<file path="src/rtl/div_pkg.sv">
// Shared definitions for the sequential non-restoring divider (div_seq).
package div_pkg;

   localparam int DIV_WIDTH_DEFAULT = 32;

   // Explicit encodings so the debug state bus stays stable across revisions.
   typedef enum logic [1:0] {
      IDLE = 2'd0,
      CALC = 2'd1,
      FIX  = 2'd2
   } div_state_e;

endpackage

</file>
<file path="src/rtl/div_nr_step.sv">
// One radix-2 non-restoring step: shift in the next dividend bit, then add or
// subtract the divisor depending on the sign of the previous partial remainder.
module div_nr_step #(
   parameter int WIDTH = 32
) (
   input  logic [WIDTH:0]   rem_in,
   input  logic             bit_in,
   input  logic [WIDTH-1:0] divisor,
   input  logic             prev_neg,
   output logic [WIDTH:0]   rem_out,
   output logic             q_bit
);

   logic [WIDTH:0] shifted;
   logic           unused_rem_msb;

   // The MSB is shifted out; its sign information arrives through prev_neg.
   assign unused_rem_msb = rem_in[WIDTH];

   always_comb begin
      shifted = {rem_in[WIDTH-1:0], bit_in};
      if (prev_neg) begin
         rem_out = shifted + {1'b0, divisor};
      end else begin
         rem_out = shifted - {1'b0, divisor};
      end
      q_bit = ~rem_out[WIDTH];
   end

endmodule

</file>
<file path="src/rtl/div_seq.sv">
// Sequential radix-2 non-restoring divider, fixed WIDTH+1 cycle latency.
// Signed operation is built only when DIV_SEQ_SIGNED_EN is defined.
//
// Handshake: start is sampled only while idle (including the done cycle);
// busy is high from the accepting edge until the result edge; done pulses
// for one cycle with q/r/div_zero, which then hold until the next result.
module div_seq
   import div_pkg::*;
#(
   parameter int WIDTH = DIV_WIDTH_DEFAULT
) (
   input  logic             clock,
   input  logic             reset,
   input  logic             start,
   input  logic             sign_mode,
   input  logic [WIDTH-1:0] dividend,
   input  logic [WIDTH-1:0] divisor,
   output logic [WIDTH-1:0] q,
   output logic [WIDTH-1:0] r,
   output logic             busy,
   output logic             done,
   output logic             div_zero,
   output logic [1:0]       dbg_state
);

   localparam int CNT_W = $clog2(WIDTH);
   localparam logic [CNT_W-1:0] LAST_ITER = CNT_W'(WIDTH - 1);

   div_state_e       state_q,    state_d;
   logic [CNT_W-1:0] cnt_q,      cnt_d;
   logic [WIDTH:0]   rem_q,      rem_d;
   logic [WIDTH-1:0] qsr_q,      qsr_d;
   logic [WIDTH-1:0] dvs_q,      dvs_d;
   logic [WIDTH-1:0] dvd_raw_q,  dvd_raw_d;
   logic [WIDTH-1:0] q_q,        q_d;
   logic [WIDTH-1:0] r_q,        r_d;
   logic             busy_q,     busy_d;
   logic             done_q,     done_d;
   logic             div_zero_q, div_zero_d;

   logic [WIDTH-1:0] dvd_mag;
   logic [WIDTH-1:0] dvs_mag;
   logic [WIDTH-1:0] q_mag;
   logic [WIDTH-1:0] r_mag;
   logic [WIDTH-1:0] q_res;
   logic [WIDTH-1:0] r_res;
   logic [WIDTH:0]   step_rem;
   logic             step_q;

`ifdef DIV_SEQ_SIGNED_EN
   logic q_neg_q, q_neg_d;
   logic r_neg_q, r_neg_d;
   logic dvd_neg;
   logic dvs_neg;

   always_comb begin
      dvd_neg = sign_mode & dividend[WIDTH-1];
      dvs_neg = sign_mode & divisor[WIDTH-1];
      dvd_mag = dvd_neg ? (~dividend + 1'b1) : dividend;
      dvs_mag = dvs_neg ? (~divisor + 1'b1) : divisor;
      q_res   = q_neg_q ? (~q_mag + 1'b1) : q_mag;
      r_res   = r_neg_q ? (~r_mag + 1'b1) : r_mag;
   end
`else
   logic unused_sign_mode;

   assign unused_sign_mode = sign_mode;

   always_comb begin
      dvd_mag = dividend;
      dvs_mag = divisor;
      q_res   = q_mag;
      r_res   = r_mag;
   end
`endif

   div_nr_step #(
      .WIDTH (WIDTH)
   ) u_step (
      .rem_in   (rem_q),
      .bit_in   (qsr_q[WIDTH-1]),
      .divisor  (dvs_q),
      .prev_neg (rem_q[WIDTH]),
      .rem_out  (step_rem),
      .q_bit    (step_q)
   );

   // qsr starts as the dividend magnitude and fills with quotient bits from
   // the bottom, so after WIDTH steps it holds the unsigned quotient.
   assign q_mag = qsr_q;
   assign r_mag = rem_q[WIDTH] ? (rem_q[WIDTH-1:0] + dvs_q) : rem_q[WIDTH-1:0];

   always_comb begin
      state_d    = state_q;
      cnt_d      = cnt_q;
      rem_d      = rem_q;
      qsr_d      = qsr_q;
      dvs_d      = dvs_q;
      dvd_raw_d  = dvd_raw_q;
      q_d        = q_q;
      r_d        = r_q;
      busy_d     = busy_q;
      done_d     = 1'b0;
      div_zero_d = div_zero_q;
`ifdef DIV_SEQ_SIGNED_EN
      q_neg_d    = q_neg_q;
      r_neg_d    = r_neg_q;
`endif
      case (state_q)
         IDLE: begin
            if (start) begin
               state_d   = CALC;
               cnt_d     = '0;
               rem_d     = '0;
               qsr_d     = dvd_mag;
               dvs_d     = dvs_mag;
               dvd_raw_d = dividend;
               busy_d    = 1'b1;
`ifdef DIV_SEQ_SIGNED_EN
               q_neg_d   = dvd_neg ^ dvs_neg;
               r_neg_d   = dvd_neg;
`endif
            end
         end
         CALC: begin
            rem_d = step_rem;
            qsr_d = {qsr_q[WIDTH-2:0], step_q};
            cnt_d = cnt_q + 1'b1;
            if (cnt_q == LAST_ITER) begin
               state_d = FIX;
            end
         end
         FIX: begin
            state_d = IDLE;
            busy_d  = 1'b0;
            done_d  = 1'b1;
            // A zero divisor runs the full latency; the result is overridden here.
            if (dvs_q == '0) begin
               q_d        = '1;
               r_d        = dvd_raw_q;
               div_zero_d = 1'b1;
            end else begin
               q_d        = q_res;
               r_d        = r_res;
               div_zero_d = 1'b0;
            end
         end
         default: begin
            state_d = IDLE;
            busy_d  = 1'b0;
         end
      endcase
   end

   always_ff @(posedge clock or posedge reset) begin
      if (reset) begin
         state_q    <= IDLE;
         cnt_q      <= '0;
         rem_q      <= '0;
         qsr_q      <= '0;
         dvs_q      <= '0;
         dvd_raw_q  <= '0;
         q_q        <= '0;
         r_q        <= '0;
         busy_q     <= 1'b0;
         done_q     <= 1'b0;
         div_zero_q <= 1'b0;
`ifdef DIV_SEQ_SIGNED_EN
         q_neg_q    <= 1'b0;
         r_neg_q    <= 1'b0;
`endif
      end else begin
         state_q    <= state_d;
         cnt_q      <= cnt_d;
         rem_q      <= rem_d;
         qsr_q      <= qsr_d;
         dvs_q      <= dvs_d;
         dvd_raw_q  <= dvd_raw_d;
         q_q        <= q_d;
         r_q        <= r_d;
         busy_q     <= busy_d;
         done_q     <= done_d;
         div_zero_q <= div_zero_d;
`ifdef DIV_SEQ_SIGNED_EN
         q_neg_q    <= q_neg_d;
         r_neg_q    <= r_neg_d;
`endif
      end
   end

   assign q         = q_q;
   assign r         = r_q;
   assign busy      = busy_q;
   assign done      = done_q;
   assign div_zero  = div_zero_q;
   assign dbg_state = state_q;

endmodule

</file>
<file path="config.mk">
export PLATFORM = sky130hd
export DESIGN_NAME = div_seq
export DESIGN_NICKNAME = d
export VERILOG_FILES = /design/src/rtl/div_pkg.sv /design/src/rtl/div_nr_step.sv /design/src/rtl/div_seq.sv
export SDC_FILE = /design/constraint.sdc
export NUM_CORES = 1
export LEC_CHECK = 0
export BUFFER_PORTS_ARGS = -buffer_cell sky130_fd_sc_hd__buf_2
export CORE_MARGIN = 10
export CORE_UTILIZATION = 50
export CTS_BUF_LIST = sky130_fd_sc_hd__clkbuf_8
export DETAILED_ROUTE_END_ITERATION = 16
export HOLD_SLACK_MARGIN = 0.03
export PLACE_DENSITY = 0.77
export SLEW_MARGIN = 10
export SYNTH_ARGS = -nofsm -noshare
export SYNTH_HDL_FRONTEND = slang
export SYNTH_HIERARCHICAL = 1
export SYNTH_SLANG_ARGS = --single-unit
</file>
<file path="constraint.sdc">
create_clock -name clock -period 10.4 [get_ports clock]
set_input_delay 1.56 -clock clock [delete_from_list [all_inputs] [get_ports clock]]
set_output_delay 1.56 -clock clock [all_outputs]
set_load 0.02 [all_outputs]
</file>
==> results.md, run 1 <==
* Status: finished clean
* Worst Path Buf+Inv at 0
* Peak Freq at 0.210 GHz
* Layout cells sized above 1 at 14.0%
* CTS resizes at 0
* Minimum clock period at 4760 ps
* Final setup TNS at 0 ps
* H-tree lvl count at 2
* Post-Synthesis Cells at 1534
* Die span in y at 178 um
* Async set-reset flop share out of synthesis at 100%
* Crit. Startpoint: dvs_q[7]
* I/O pins at 137
* Req. time, crit path at 10820 ps
* Initial Util at 51.2%
* Setup ws final at 5640 ps
* Hold crit path type: flop to flop
* Vias in the first global route at 10900
* Clk_lat worst skew at 540 ps
* Sink Count at 203
* GRT Util Overall at 21.7%
* Pre-antenna DRT Iters at 6
* CP max FO at 8
* CTS max path bufs at 3
* Final Cycle Share at 45.8%
* Crit path max-delay cell type: or4_1
* PortBufs at 135
* First-pass GRT wire length at 57.1 mm
* Worst Setup Start Kind: flop
* Top cells by area, synth: dfrtp_1 41%, nand2_1 12%, ha_1 6.7%, a21oi_1 5.4%, nor2_1 4.3%
* Placement Setup Slack at 5780 ps
* Top_reg_cell synth: dfrtp_1
* Wire length per cell at 17.7 um
* Overflow after GRT at 0
* Hpwl dp at 24.6 mm
* Syn avg cell area at 8.17 um^2
* Number of distinct library cells after synthesis at 69
* DRC viols at 0
* Slew HR at 28.2%
* Most common cell after layout, fill and taps aside: nand2_1
* CP arrival at 5190 ps
* Cell Rows at 57
* Antenna violations before repair at 0
* Synth Warn # at 6
* Top delay family on crit path: simple AND/OR/NAND/NOR gates
* Clk root buf: clkbuf_8
* Worst reg2reg setup slack at 5640 ps
* Slew @ Worst Pin at 1080 ps
* Largest stage delay, worst path at 560 ps
* Worst r2r src: dvs_q[7]
* Detailed Route Iter0 Violations at 1022
* GPL Wtd Cong at 0.911
* Crit Path Class: flop to flop
* Min-delay src: dvd_raw_q[20]
* Synthesized flop and latch total at 203
* Fillers at 2225
* Number of CTS-inserted buffers at 36
* Core ar. at 0.0245 mm^2
* Number of nets in the layout at 1766
* Synth Cell Area at 0.0125 mm^2
* CTS tree: done
* Clk slew on worst S/H paths at 60 ps
* DR vias at 11300
* Routed Antenna Nets at 0
* Most frequent cells in the layout: 401 x nand2_1, 202 x dfrtp_1, 142 x nor2_1, 135 x a21oi_1, 135 x buf_2
* Max-cap viol count at 0
* # diodes at 0
* Syn-to-layout area delta at 13.3%
* Setup Skew at 18.2 ps
* Post-synth EDFFs at 0
* Final hold violation count at 0
* Slew Viols, Final at 0
* Via-per-instance ratio at 5.74
* Cell Chain, Critical Path: or4_1, nor3_1, and2_1, nor4b_2, and2_1, nor2_1, xor2_1, ha_1, a21o_1, a21oi_1, a31o_2, a21oi_1, o32ai_1, a311o_1, a22oi_1, nand2_1
* Largest net degree at the start of global routing at 128
* Sequential share of the synthesized area at 40.5%
* Top cell type's share of synthesized area at 40.5%
* Syn Nets at 1671
* Cell taking the most area after synthesis: dfrtp_1
* Setup Fix Bufs, Post-CTS at 0
* CP Capture Type: flop
* Total Wirelength at 35.0 mm
* Setup-failing EPs final at 0
* DIE AREA at 0.0318 mm^2
* Die width at 178 um
* Hold buffers post-CTS at 0
* RSZ-0062 raised after global routing: no
area by class of cell:
class                      instances  area [um^2]  area share (%)
timing repair buffer             144          743            5.23
multi-input combinational       1229         7100            50.0
inverter                          15         63.8           0.449
clock buffer                      45          619            4.36
tap                              324          405            2.85
clock inverter                    18          186            1.31
sequential                       203         5080            35.8
routing by layer:
| metal | routed length [um] | track usage (%) |
|---|---|---|
| met2 | 16600 | 35.7 |
| met4 | 897 | 6.75 |
| met3 | 2090 | 3.57 |
| met5 | 0 | 0 |
| met1 | 15400 | 28.7 |
flip-flops by register name, summed over array words and instances (netlist names):
name,count
rem_q,33
dvd_raw_q,32
dvs_q,32
q,32
q_mag,32
r,32
cnt_q,5
dbg_state,2
busy,1
div_zero,1
done,1
Yosys cell counts, types with 3 or more instances:
master,count
mux2i_1,18
o31ai_1,5
nor4_1,12
xor2_1,57
o21a_1,10
o221ai_1,4
and3_1,13
ha_1,67
inv_1,15
nand2b_1,8
buf_1,4
a21boi_0,4
a21oi_1,135
dfrtp_1,203
o21ai_0,91
nor3_1,16
o21bai_1,7
nor2b_1,9
nor4_2,3
clkbuf_1,83
a211oi_1,17
a22oi_1,31
or3_1,4
and2_1,6
nand4_1,14
or2_2,4
xnor2_1,27
o31a_1,3
o21ai_1,11
a31oi_1,12
o2111ai_1,3
nand3_1,13
a21o_1,31
o211ai_1,6
nor2_1,144
nand2_1,402
through the flow:
step / hold slack [ps] / utilization (%) / cells / cell area, um^2
after floorplan: 437 / - / 1534 / 12500
after global placement: 455 / 54.8 / 1915 / 13400
after detailed placement: 461 / 54.8 / 1915 / 13400
after CTS: 476 / 58.1 / 1978 / 14200
after global routing: 495 / 58.1 / 1978 / 14200
final: 472 / 58.1 / 1978 / 14200
cells by family after synthesis:
| group | after synthesis | share of synthesized area, % |
|---|---|---|
| buf+inv | 102 | 3.06 |
| fa+ha+maj | 69 | 7.01 |
| mux | 19 | 1.53 |
| compound gates | 397 | 19.6 |
| simple gates | 660 | 22.4 |
| flops | 203 | 40.5 |
| xor+xnor | 84 | 5.87 |
worst register-to-register path, stage by stage (launching register included):
cell	delay, ps
dfrtp_1	490
or4_1	560
nor3_1	270
and2_1	340
nor4b_2	430
and2_1	240
nor2_1	60
xor2_1	170
ha_1	450
a21o_1	190
a21oi_1	50
a31o_2	220
a21oi_1	340
o32ai_1	170
a311o_1	390
a22oi_1	200
nand2_1	70
path summary, 6_finish.rpt:
check | to | cells past startpoint
min reg2reg | dvd_raw_q[20] | 2
max reg2reg | q_mag[0] | 16
min | dvd_raw_q[20] | 2
max | q_mag[0] | 16
max in group asynchronous | q[31] | 3
min in group asynchronous | dvd_raw_q[6] | 2
Power of run 1 is left out: the tool's default activity adds up to more than one toggle a clock period on the data nets, which glitch-free logic cannot reach.
==> run 2, diff against run 1 <==
==> constraint.sdc (replaced) <==
create_clock -name clock -period 4.83 [get_ports clock]
set_input_delay 0.7245 -clock clock [delete_from_list [all_inputs] [get_ports clock]]
set_output_delay 0.7245 -clock clock [all_outputs]
set_load 0.02 [all_outputs]
==> run 2 against run 1 <==
Flip-flop and latch count unchanged; clock skew rose by 3.6 ps; critical path depth unchanged; setup slack worse by 5300 ps; cell area is 0.26% lower; cell count grew 0.25%; non-clock buffer count rose by 4; critical path type unchanged; sequential share of layout area grew 0.092 points; global-route usage grew 0.65 points; core utilization fell by 0.15 points.
==> results.md, run 2 (synthesis gave the netlist of run 1 again) <==
* Crit Path Class: flop to flop
* RSZ-0062 raised after global routing: no
* Reg with most FFs: rem_q
* Peak Freq at 0.224 GHz
* Overflow after GRT at 0
* Via-per-instance ratio at 5.79
* Layout cells sized above 1 at 14.2%
* Status: finished clean
* CTS max path bufs at 3
* CP max FO at 8
* GRT Util Overall at 22.4%
* CP arrival at 4890 ps
* Final setup TNS at 0 ps
* Worst Setup Start Kind: flop
* Routed Antenna Nets at 0
* Cell Rows at 57
* Max FFs per register at 33
* CP Capture Type: flop
* Final Cycle Share at 92.6%
* Max-cap viol count at 0
* Fillers at 2218
* Hold crit path type: input pin to flop
* Most common cell after layout, fill and taps aside: nand2_1
* # diodes at 0
* Hpwl dp at 25.4 mm
* Slew Viols, Final at 0
* Largest net degree at the start of global routing at 142
* CTS tree: done
* Die width at 178 um
* Slew HR at 30.0%
* Pre-antenna DRT Iters at 6
* Initial Util at 51.2%
* Vias in the first global route at 11100
* Detailed Route Iter0 Violations at 1112
* Req. time, crit path at 5240 ps
* Setup Fix Bufs, Post-CTS at 0
* Slew @ Worst Pin at 1050 ps
* I/O pins at 137
* Most frequent cells in the layout: 401 x nand2_1, 202 x dfrtp_1, 142 x nor2_1, 135 x buf_2, 134 x a21oi_1
* Minimum clock period at 4470 ps
* Antenna violations before repair at 0
* Multi-input logic area at 0.00711 mm^2
* H-tree lvl count at 2
* Total Wirelength at 36.2 mm
* Number of CTS-inserted buffers at 36
* Syn-to-layout area delta at 13.0%
* PortBufs at 135
* CTS resizes at 0
* Clk slew on worst S/H paths at 60 ps
* Setup-failing EPs final at 0
* Sink Count at 203
* Setup Skew at 21.8 ps
* Clk_lat worst skew at 530 ps
* Die span in y at 178 um
* Core ar. at 0.0245 mm^2
* Wire length per cell at 18.3 um
* DR vias at 11500
* GPL Wtd Cong at 0.887
* DIE AREA at 0.0318 mm^2
* Final hold violation count at 0
* DRC viols at 0
* Final core utilization at 57.9%
* First-pass GRT wire length at 58.4 mm
* Number of nets in the layout at 1770
* Hold buffers post-CTS at 0
* Clk root buf: clkbuf_8
* Storage cell area at 0.00508 mm^2
run 2: cell type report:
type                    instances  area share (%)
clock buffers                  46            4.47
repair buffers                148            5.55
clock inverters                18           0.662
well taps                     324            2.86
flip-flops and latches        203            35.9
inverters                      15           0.424
multi-input cells            1229            50.2
run 2: routing by layer:
metal  wire length, um  global-route usage (%)  vias to the layer above
li1                  -                       -                     5512
met2             17000                    35.7                      378
met1             16000                    30.4                     5529
met4               916                    6.68                        0
met3              2270                    4.02                       64
met5                 0                       0                        -
run 2: path summary, 6_finish.rpt:
path                       startpoint        end  slack [ps]  cells past startpoint
min in group asynchronous       reset      q[22]         430                      3
max in group asynchronous       reset  dvs_q[26]        3800                      3
hold reg to reg                 r[31]      r[31]         470                      2
setup / recovery             dvs_q[6]   q_mag[0]         360                     16
hold / removal             divisor[9]   dvs_q[9]         380                      3
setup reg to reg             dvs_q[6]   q_mag[0]         360                     16
run 2: worst max-delay path, stage by stage, from the launching register on:
cell     delay, ps
dfrtp_1        460
or4_1          610
nor3_1         300
and2_1         370
nor4b_2        370
and2_1         240
nor2_1          60
xor2_1         160
ha_1           450
a21o_1         190
a21oi_1         50
a31o_2         230
a21oi_2        220
o32ai_1        140
a311o_1        290
a22oi_1        160
nand2_1         70
run 2: metrics by stage:
step	hold WS [ps]	setup WS [ps]	cell area, um^2	instances
final	380	357	14200	1983
after global placement	454	412	13400	1919
after CTS	350	347	14200	1983
after global routing	373	127	14200	1983
after detailed placement	462	368	13400	1919
after floorplan	437	873	12500	1534
Power of run 2 is left out for the same reason.
